File: src/rtl/icache_pkg.sv
// -----------------------------------------------------------------------------
// icache_pkg
// Shared definitions for the 2-way set-associative instruction cache:
//   - address-field width helpers (offset / index / tag),
//   - refill state encoding,
//   - way-select constants used by victim selection and LRU.
// -----------------------------------------------------------------------------
package icache_pkg;

    // Word-offset bits inside one line.
    function automatic int offBits(input int lineWidth, input int wordWidth);
        return $clog2(lineWidth / wordWidth);
    endfunction

    // Set-index bits.
    function automatic int idxBits(input int numSets);
        return $clog2(numSets);
    endfunction

    // Remaining upper address bits form the tag.
    function automatic int tagBits(input int addrWidth, input int lineWidth,
                                   input int wordWidth, input int numSets);
        return addrWidth - idxBits(numSets) - offBits(lineWidth, wordWidth);
    endfunction

    typedef enum logic {
        IDLE = 1'b0,
        REQ  = 1'b1
    } cacheState_e;

    localparam logic WAY0 = 1'b0;
    localparam logic WAY1 = 1'b1;

endpackage

File: src/rtl/icache_way.sv
// -----------------------------------------------------------------------------
// icache_way
// Storage for one way: NUM_SETS entries of (valid, tag, line).
// Ports:
//   clk, reset       clock, synchronous active-high reset (valid bits only)
//   flush            clear every valid bit at the edge
//   writeEn          write writeTag/writeLine into set writeIdx and mark valid
//   writeIdx/Tag/Line refill write port
//   writeSlotValid   current valid bit of set writeIdx (victim selection)
//   readIdx/Tag/Off  asynchronous lookup port
//   hit              valid && tag match at readIdx
//   word             word readOff of the line at readIdx (unqualified)
// -----------------------------------------------------------------------------
module icache_way
    import icache_pkg::*;
#(
    parameter int LINE_WIDTH = 256,
    parameter int WORD_WIDTH = 16,
    parameter int ADDR_WIDTH = 16,
    parameter int NUM_SETS   = 4,
    localparam int OFF_BITS  = offBits(LINE_WIDTH, WORD_WIDTH),
    localparam int IDX_BITS  = idxBits(NUM_SETS),
    localparam int TAG_BITS  = tagBits(ADDR_WIDTH, LINE_WIDTH, WORD_WIDTH, NUM_SETS)
) (
    input  logic                  clk,
    input  logic                  reset,
    input  logic                  flush,
    input  logic                  writeEn,
    input  logic [IDX_BITS-1:0]   writeIdx,
    input  logic [TAG_BITS-1:0]   writeTag,
    input  logic [LINE_WIDTH-1:0] writeLine,
    output logic                  writeSlotValid,
    input  logic [IDX_BITS-1:0]   readIdx,
    input  logic [TAG_BITS-1:0]   readTag,
    input  logic [OFF_BITS-1:0]   readOff,
    output logic                  hit,
    output logic [WORD_WIDTH-1:0] word
);

    logic [NUM_SETS-1:0]   valid;
    logic [TAG_BITS-1:0]   tags  [NUM_SETS];
    logic [LINE_WIDTH-1:0] lines [NUM_SETS];

    always_ff @(posedge clk) begin
        if (reset) begin
            valid <= '0;
        end else begin
            if (flush) begin
                valid <= '0;
            end
            // NOTE: non-blocking assignments to the same bit resolve to the
            // last one, so a refill written in the flush cycle stays valid.
            if (writeEn) begin
                valid[writeIdx] <= 1'b1;
            end
        end
    end

    // NOTE: tag and data arrays have no reset; the valid bits alone decide
    // whether an entry means anything, and this keeps them plain RAM.
    always_ff @(posedge clk) begin
        if (writeEn) begin
            tags[writeIdx]  <= writeTag;
            lines[writeIdx] <= writeLine;
        end
    end

    assign writeSlotValid = valid[writeIdx];
    assign hit            = valid[readIdx] && (tags[readIdx] == readTag);
    assign word           = lines[readIdx][int'(readOff) * WORD_WIDTH +: WORD_WIDTH];

endmodule

File: src/rtl/icache_2way.sv
// -----------------------------------------------------------------------------
// icache_2way
// 2-way set-associative instruction cache with same-cycle hit data, a
// registered refill FSM, per-set LRU, whole-cache flush and a saturating
// miss counter.
// Ports:
//   clk, reset        clock, synchronous active-high reset
//   address           fetch word address {tag, index, offset}
//   petFromProc       fetch request valid
//   flush             invalidate all lines
//   memServiceReady   dataReadFromMem holds the refill line this cycle
//   dataReadFromMem   refill line, word k at [k*WORD_WIDTH +: WORD_WIDTH]
//   instructionBits   hitting word, 0 when no hit
//   isHit             lookup hit (only in IDLE)
//   addrToArb         line-aligned refill address
//   petitionToArb     refill request to the arbiter
//   missCount         saturating miss counter
// -----------------------------------------------------------------------------
module icache_2way
    import icache_pkg::*;
#(
    parameter int LINE_WIDTH = 256,
    parameter int WORD_WIDTH = 16,
    parameter int ADDR_WIDTH = 16,
    parameter int NUM_SETS   = 4,
    parameter int CNT_WIDTH  = 16,
    localparam int OFF_BITS  = offBits(LINE_WIDTH, WORD_WIDTH),
    localparam int IDX_BITS  = idxBits(NUM_SETS),
    localparam int TAG_BITS  = tagBits(ADDR_WIDTH, LINE_WIDTH, WORD_WIDTH, NUM_SETS)
) (
    input  logic                  clk,
    input  logic                  reset,
    input  logic [ADDR_WIDTH-1:0] address,
    input  logic                  petFromProc,
    input  logic                  flush,
    input  logic                  memServiceReady,
    input  logic [LINE_WIDTH-1:0] dataReadFromMem,
    output logic [WORD_WIDTH-1:0] instructionBits,
    output logic                  isHit,
    output logic [ADDR_WIDTH-1:0] addrToArb,
    output logic                  petitionToArb,
    output logic [CNT_WIDTH-1:0]  missCount
);

    cacheState_e           state, stateNext;
    logic [NUM_SETS-1:0]   lru;        // per set: the way to replace next
    logic [ADDR_WIDTH-1:0] missAddr;

    logic [TAG_BITS-1:0]   reqTag, missTag;
    logic [IDX_BITS-1:0]   reqIdx, missIdx;
    logic [OFF_BITS-1:0]   reqOff;

    logic                  hit0, hit1, anyHit;
    logic                  slotValid0, slotValid1;
    logic [WORD_WIDTH-1:0] word0, word1;
    logic                  refillDone, startMiss, victim;

    assign reqTag  = address[ADDR_WIDTH-1 -: TAG_BITS];
    assign reqIdx  = address[OFF_BITS +: IDX_BITS];
    assign reqOff  = address[OFF_BITS-1:0];
    assign missTag = missAddr[ADDR_WIDTH-1 -: TAG_BITS];
    assign missIdx = missAddr[OFF_BITS +: IDX_BITS];
    assign anyHit  = hit0 || hit1;

    icache_way #(
        .LINE_WIDTH(LINE_WIDTH), .WORD_WIDTH(WORD_WIDTH),
        .ADDR_WIDTH(ADDR_WIDTH), .NUM_SETS(NUM_SETS)
    ) way0 (
        .clk(clk), .reset(reset), .flush(flush),
        .writeEn(refillDone && (victim == WAY0)),
        .writeIdx(missIdx), .writeTag(missTag), .writeLine(dataReadFromMem),
        .writeSlotValid(slotValid0),
        .readIdx(reqIdx), .readTag(reqTag), .readOff(reqOff),
        .hit(hit0), .word(word0)
    );

    icache_way #(
        .LINE_WIDTH(LINE_WIDTH), .WORD_WIDTH(WORD_WIDTH),
        .ADDR_WIDTH(ADDR_WIDTH), .NUM_SETS(NUM_SETS)
    ) way1 (
        .clk(clk), .reset(reset), .flush(flush),
        .writeEn(refillDone && (victim == WAY1)),
        .writeIdx(missIdx), .writeTag(missTag), .writeLine(dataReadFromMem),
        .writeSlotValid(slotValid1),
        .readIdx(reqIdx), .readTag(reqTag), .readOff(reqOff),
        .hit(hit1), .word(word1)
    );

    // Invalid ways are filled first; with both valid the LRU pick applies.
    always_comb begin
        if (!slotValid0) begin
            victim = WAY0;
        end else if (!slotValid1) begin
            victim = WAY1;
        end else begin
            victim = lru[missIdx];
        end
    end

    // NOTE: every output of this block gets a default first, so no path can
    // leave a signal unassigned and infer a latch.
    always_comb begin
        stateNext       = state;
        isHit           = 1'b0;
        instructionBits = '0;
        petitionToArb   = 1'b0;
        addrToArb       = {address[ADDR_WIDTH-1:OFF_BITS], {OFF_BITS{1'b0}}};
        refillDone      = 1'b0;
        startMiss       = 1'b0;
        case (state)
            IDLE: begin
                isHit = petFromProc && anyHit;
                if (isHit) begin
                    instructionBits = hit0 ? word0 : word1;
                end
                // Flush suppresses miss detection: the line would be
                // invalidated by the same edge anyway.
                if (petFromProc && !anyHit && !flush) begin
                    startMiss = 1'b1;
                    stateNext = REQ;
                end
            end
            REQ: begin
                petitionToArb = 1'b1;
                addrToArb     = {missAddr[ADDR_WIDTH-1:OFF_BITS], {OFF_BITS{1'b0}}};
                if (memServiceReady) begin
                    refillDone = 1'b1;
                    stateNext  = IDLE;
                end
            end
            default: stateNext = IDLE;
        endcase
    end

    always_ff @(posedge clk) begin
        if (reset) begin
            state     <= IDLE;
            lru       <= '0;
            missCount <= '0;
        end else begin
            state <= stateNext;
            if (isHit) begin
                lru[reqIdx] <= hit0 ? WAY1 : WAY0;
            end
            if (startMiss) begin
                missAddr <= address;
                if (missCount != {CNT_WIDTH{1'b1}}) begin
                    missCount <= missCount + CNT_WIDTH'(1);
                end
            end
            if (refillDone) begin
                lru[missIdx] <= ~victim;
            end
        end
    end

    // A line is only ever refilled after missing in both ways, so two
    // simultaneous hits mean corrupted tag state.
    assert property (@(posedge clk) disable iff (reset) !(hit0 && hit1));

endmodule

File: config.mk
export PLATFORM = sky130hd
export DESIGN_NAME = icache_2way
export DESIGN_NICKNAME = d
export VERILOG_FILES = /design/src/rtl/icache_pkg.sv /design/src/rtl/icache_way.sv /design/src/rtl/icache_2way.sv
export SDC_FILE = /design/constraint.sdc
export NUM_CORES = 2
export LEC_CHECK = 0
export CORE_MARGIN = 5
export CORE_UTILIZATION = 55
export DETAILED_ROUTE_END_ITERATION = 8
export PLACE_DENSITY = 0.85
export SYNTH_ARGS = -nofsm -noshare
export SYNTH_HDL_FRONTEND = slang
export SYNTH_HIERARCHICAL = 1
export SYNTH_SLANG_ARGS = --single-unit
File: constraint.sdc
create_clock -name clk -period 22.5 [get_ports clk]
set_clock_uncertainty 0.1 [all_clocks]
set_input_delay 2.25 -clock clk [delete_from_list [all_inputs] [get_ports clk]]
set_output_delay 2.25 -clock clk [all_outputs]
set_load 0.05 [all_outputs]
Word level (Yosys, flattened, before mapping) --
Memory sizes are Yosys's and may differ from the RTL's. Cells that the tools add are included.
Storage, ports and cells: flip-flop bits (word level) 45, bits in writable memories 2128, bits of input ports 277, output and inout port bits 50, memories kept 4
Cells by class: $add $sub $neg 1, $lt $le $gt $ge 4, eq/ne operators 3, shifts and indexed selects 2, mux-type cells 44, bitwise operators 5, reduce and logical (&&, ||, !) cells 14
Memories:
- way0.lines | depth 4, width 256, rd ports 1, clocked after Yosys merged registers in 0, write ports 1, line icache_way.sv:42 | logic [LINE_WIDTH-1:0] lines [NUM_SETS];
- way1.lines | depth 4, width 256, rd ports 1, clocked after Yosys merged registers in 0, write ports 1, line icache_way.sv:42
- way0.tags | depth 4, width 10, rd ports 1, clocked after Yosys merged registers in 0, write ports 1, line icache_way.sv:41 | logic [TAG_BITS-1:0] tags [NUM_SETS];
- way1.tags | depth 4, width 10, rd ports 1, clocked after Yosys merged registers in 0, write ports 1, line icache_way.sv:41
Operators by type and width (number):
- indexed part select 256 x 9 -> 16 bit | 2
- two-way mux 16 bit | 4
- two-way mux 4 bit | 9
- two-way mux 1 bit | 21
- == test 10 bit | 2
- adder 16 x 1 -> 16 bit, second input constant | 1
- inequality test 16 bit, second input constant | 1
- binary-select mux 1 bit (select 2 bit) | 5
- logical AND 1 bit | 9
- bitwise mux 4 bit | 2
- bitwise OR 4 bit | 2
- less-than comparator 2 x 3 -> 1 bit, second input constant | 2
- demux 1 bit (select 2 bit) | 2
- greater-or-equal comparator 2 x 1 -> 1 bit, second input constant | 2
- AND reduction 2 bit | 2
- inverter 1 bit | 3
- zero test 1 bit | 2
- one-hot mux 1 bit (2 select lines) | 1
- logical OR 1 bit | 1

Longest topological paths before layout --
depth in word-level cells 10, depth in mapped cells 13

Modules after synthesis --
The synthesis kept the hierarchy.
By module, submodules not included:
- icache_way | times used 2, cells each 1819, area each 40885.5 µm², sequential area each 32030.7 µm²
- icache_2way | times used 1, cells each 221, area each 2026.9 µm², sequential area each 780.7 µm²

Least setup slack after synthesis --
OpenSTA, ideal clock, no wires.
kind input to register, start point in memServiceReady, end point mem way0.lines[0][0], enable pin, library setup time 1277 ps, data arrival time 21776 ps, required time 21123 ps, setup slack -652 ps, cell stages on the path 3, path buffers 0, cell sequence nand2_1 -> nor2_1 -> nor3b_1
Between the ends: cells in the longest elaborated chain, start to end 5
RTL lines:
- start, declared | line icache_2way.sv:36 | input logic memServiceReady,
- two-way mux 1 bit | line icache_2way.sv:126 | if (memServiceReady) begin
- two-way mux 1 bit | line icache_2way.sv:110 | case (state)
- logical AND 1 bit | line icache_2way.sv:70 | .writeEn(refillDone && (victim == WAY0)),
- two-way mux 1 bit | line icache_way.sv:62 | if (writeEn) begin
- two-way mux 1 bit (not written as such) | line icache_way.sv:64 | lines[writeIdx] <= writeLine;
- end, declared | line icache_way.sv:42
No other way between the ends.

Worst setup path in the final report --
start point in address[5], end point out instructionBits[7]
RTL lines:
- start, declared | line icache_2way.sv:33 | input logic [ADDR_WIDTH-1:0] address,
- memory (4 x 256 bit)
- indexed part select 256 x 9 -> 16 bit | line icache_way.sv:70 | assign word = lines[readIdx][int'(readOff) * WORD_WIDTH +: WORD_WIDTH];
- via word0[7] | line icache_2way.sv:55 | logic [WORD_WIDTH-1:0] word0, word1;
- two-way mux 16 bit | line icache_2way.sv:114 | instructionBits = hit0 ? word0 : word1;
- two-way mux 16 bit | line icache_2way.sv:113 | if (isHit) begin
- two-way mux 16 bit | line icache_2way.sv:110
- end, declared | line icache_2way.sv:38 | output logic [WORD_WIDTH-1:0] instructionBits,
The timed path passes the listed nets, and every way through them passes these cells. The select of a mux whose other input is x is not followed.

==> impl_metrics.json <==
{
  "status": "finished, violations left",
  "violations": "capacitance limit, slew limit",
  "crit_chain": "buf_8 > buf_12 > buf_4 > buf_4 > mux4_2 > a22oi_1 > and4_1 > nor4_1 > mux2i_1 > nor2_1 > clkdlybuf4s50_1",
  "drtIter0Drc": 7111,
  "syn_inst": 3859,
  "seq_area_frac_synth": 0.7738,
  "dpl_worst_slack_ns": 12.31,
  "grt_pass1_wl_um": 317700,
  "peakVddDrop_v": 0.00007558,
  "ys_top_cells_by_area": "edfxtp_1, mux4_2, mux2i_1",
  "tritoncts": "built",
  "synth_edf_count": 2140,
  "grt_pass1_vias": 43538,
  "core_area_um2": 151700,
  "finalWorstSetupSlack_ns": 12.07,
  "cp_max_fo": 73,
  "fillCellCount": 9545,
  "initial_core_util": 0.5523,
  "finalCritPeriodShare": 0.4635,
  "ioPinCount": 327,
  "clock_path_buffers": 3,
  "holdBufCountCts": 0,
  "critPathLaunchType": "input pin",
  "vias_per_cell": 6.755,
  "avgSynthCellArea_um2": 21.71,
  "grt_max_degree": 153,
  "grt-ovfl-total": 0,
  "layout.nets": 4527,
  "cts_sinks": 2169,
  "fin_crit_ns": 10.43,
  "synth_top_area_cell": "edfxtp_1",
  "area_growth_pct": 14.21,
  "relSlewSlack": -0.001415,
  "rr_worst_depth": 8,
  "required_ns": 20.15,
  "hp-class": "flop to flop",
  "yosysTopAreaCellShare": 0.7669,
  "final.setup.tns_ns": 0,
  "rsz0062_at_grt": "no",
  "dr.pass1.iters": 8,
  "crit_slowest_cell": "nor4_1",
  "worstMarginPinSlew_ns": 1.488,
  "fp-row-count": 143,
  "fp.dieW_um": 400.3,
  "maxSlewViolCount": 1,
  "clk_pin_slew_ns": 0.06,
  "cts_resized": 0,
  "synth.most_common_cell": "edfxtp_1",
  "setup_viol": 0,
  "ctsHtreeMaxLevel": 4,
  "ys_types": 55,
  "chipHeight_um": 400.3,
  "path_class": "input pin to output pin",
  "power.leakage_nw": 30.21,
  "critPathCaptureType": "output pin",
  "total_power_w": 0.008265,
  "drive_above_1_share": 0.2008,
  "portBuffers": 322,
  "maxCapViolCount": 1,
  "p_per_area_nw_per_um2": 86.36,
  "crit_top_cell": "buf_4",
  "place.gp.congestion": 0.8471,
  "ys_ff_latch": 2169,
  "crit_arrival_ns": 8.08,
  "r2r_slack_ns": 16.56,
  "finalHoldViolations": 0,
  "numCtsBuffers": 200,
  "cts-root-buf": "clkbuf_16",
  "hpwl_um": 132300,
  "vias": 44006,
  "antenna_found_initial": 84,
  "async_flop_share": 0,
  "max_freq_ghz": 0.09589,
  "routed_wl_um": 225000,
  "drc": 0,
  "synthFlopType": "edfxtp_1",
  "yosysWarnings": 6,
  "ant_nets": 0,
  "clock_latency_ns": 0.83,
  "die-area_um2": 160300,
  "grt_use_total": 0.2741,
  "wl_per_cell_um": 34.54,
  "holdPathStages": 2,
  "cts_setup_buffers": 0,
  "synth_top_cells_by_count": "edfxtp_1, mux4_2, mux2i_1",
  "critPathMaxStageDelay_ns": 1.24,
  "netlist_area_um2": 83800
}
==> metrics by stage <==
step                instance area, µm²  utilization  cells  hold WS [ns]
finish                           95700       0.6308   6515        0.4133
global route                     95640       0.6304   6491        0.4410
CTS                              95550       0.6297   6453        0.4153
detailed placement               89060       0.5870   6077        0.4066
global placement                 89060       0.5870   6077        0.3748
floorplan                        83820            -   3862        0.3690
==> sequential cells by signal (all words and copies together), names as in the netlist, 4 cells and up <==
signal	flops
lru	4
missAddr	12
missCount	16
way0/lines	1024
way0/tags	40
way0/valid	4
way1/lines	1024
way1/tags	40
way1/valid	4
==> where the power goes <==
| group | switching, W | leakage, nW | internal, W |
|---|---|---|---|
| Clock | 0.00148 | 3.17 | 0.00188 |
| Combinational | 0.000280 | 7.55 | 0.000174 |
| Sequential | 0.00000687 | 19.5 | 0.00445 |
==> layout make-up <==
class                      instances  area [µm²]  share of cell area
clock buffer                     239        5204             0.05437
inverter                          11       41.29           0.0004314
clock inverter                   137        1281             0.01339
tap                             2030        2540             0.02654
antenna                           62       155.1            0.001621
timing repair buffer             407        3956             0.04134
sequential                      2169       64840              0.6775
multi-input combinational       1460       17680              0.1848
==> cells in the final DEF (no fill, tap or decap), types with 9 or more instances in the layout <==
cell type        synthesis  routed
nand4_1                 15      15
a211oi_1                33      33
clkbuf_1                71      36
nor2b_1                 46      43
mux2_2                  38      38
dfxtp_1                 29      29
bufinv_16                0      19
inv_1                   11      11
clkinv_2                 0      47
mux4_2                 428     428
nand2_1                 45      45
nand3_1                 27      27
xnor2_1                 20      20
edfxtp_1              2140    2140
and3_1                  34      32
and4_1                  17      17
a22o_1                  10      10
a21oi_1                 48      48
clkdlybuf4s50_1          0     317
o221ai_1                22      22
a221oi_1                88      88
clkinv_1                 0      49
diode_2                  0      62
a22oi_1                114     114
clkbuf_16                0     202
nor4_1                  12      12
buf_4                   34      79
a211oi_2                18      18
nor2_1                 100      96
clkinvlp_4               0       9
mux2i_1                265     265
==> final timing paths <==
check                      from                 end
setup / recovery     address[5]  instructionBits[7]
setup reg to reg    missAddr[4]  way1/lines[1][137]
hold / removal    missCount[14]       missCount[14]
hold reg to reg   missCount[14]       missCount[14]
==> metal layers <==
metal / vias to the layer above / track usage / share of wire
met1: 22464 / 0.3586 / 0.33
met4: 34 / 0.1315 / 0.055
met3: 585 / 0.08677 / 0.14
met2: 3703 / 0.4237 / 0.48
met5: - / 0 / 0.00099
li1: 17220 / - / -
==> critical path, delay by kind of cell <==
family / cells / cell delay, ns
simple gates: 3 / 1.96
compound gates: 1 / 0.17
mux: 2 / 0.50
buf+inv: 5 / 3.02
==> cell families (layout without fill, tap and decap cells) <==
kind of cell	after synthesis	after routing	share of synthesized area
buffers and inverters	233	794	0.01625
AO/OA/AOI/OAI	362	362	0.03401
flip-flops	2169	2169	0.7738
multiplexers	734	734	0.1522
adder cells (fa/ha/maj)	1	1	0.0001493
other	1	66	0.00004475
XOR/XNOR	20	20	0.002090
AND/OR/NAND/NOR	339	339	0.02147
Note: power is estimated with default switching activity, not from simulation.
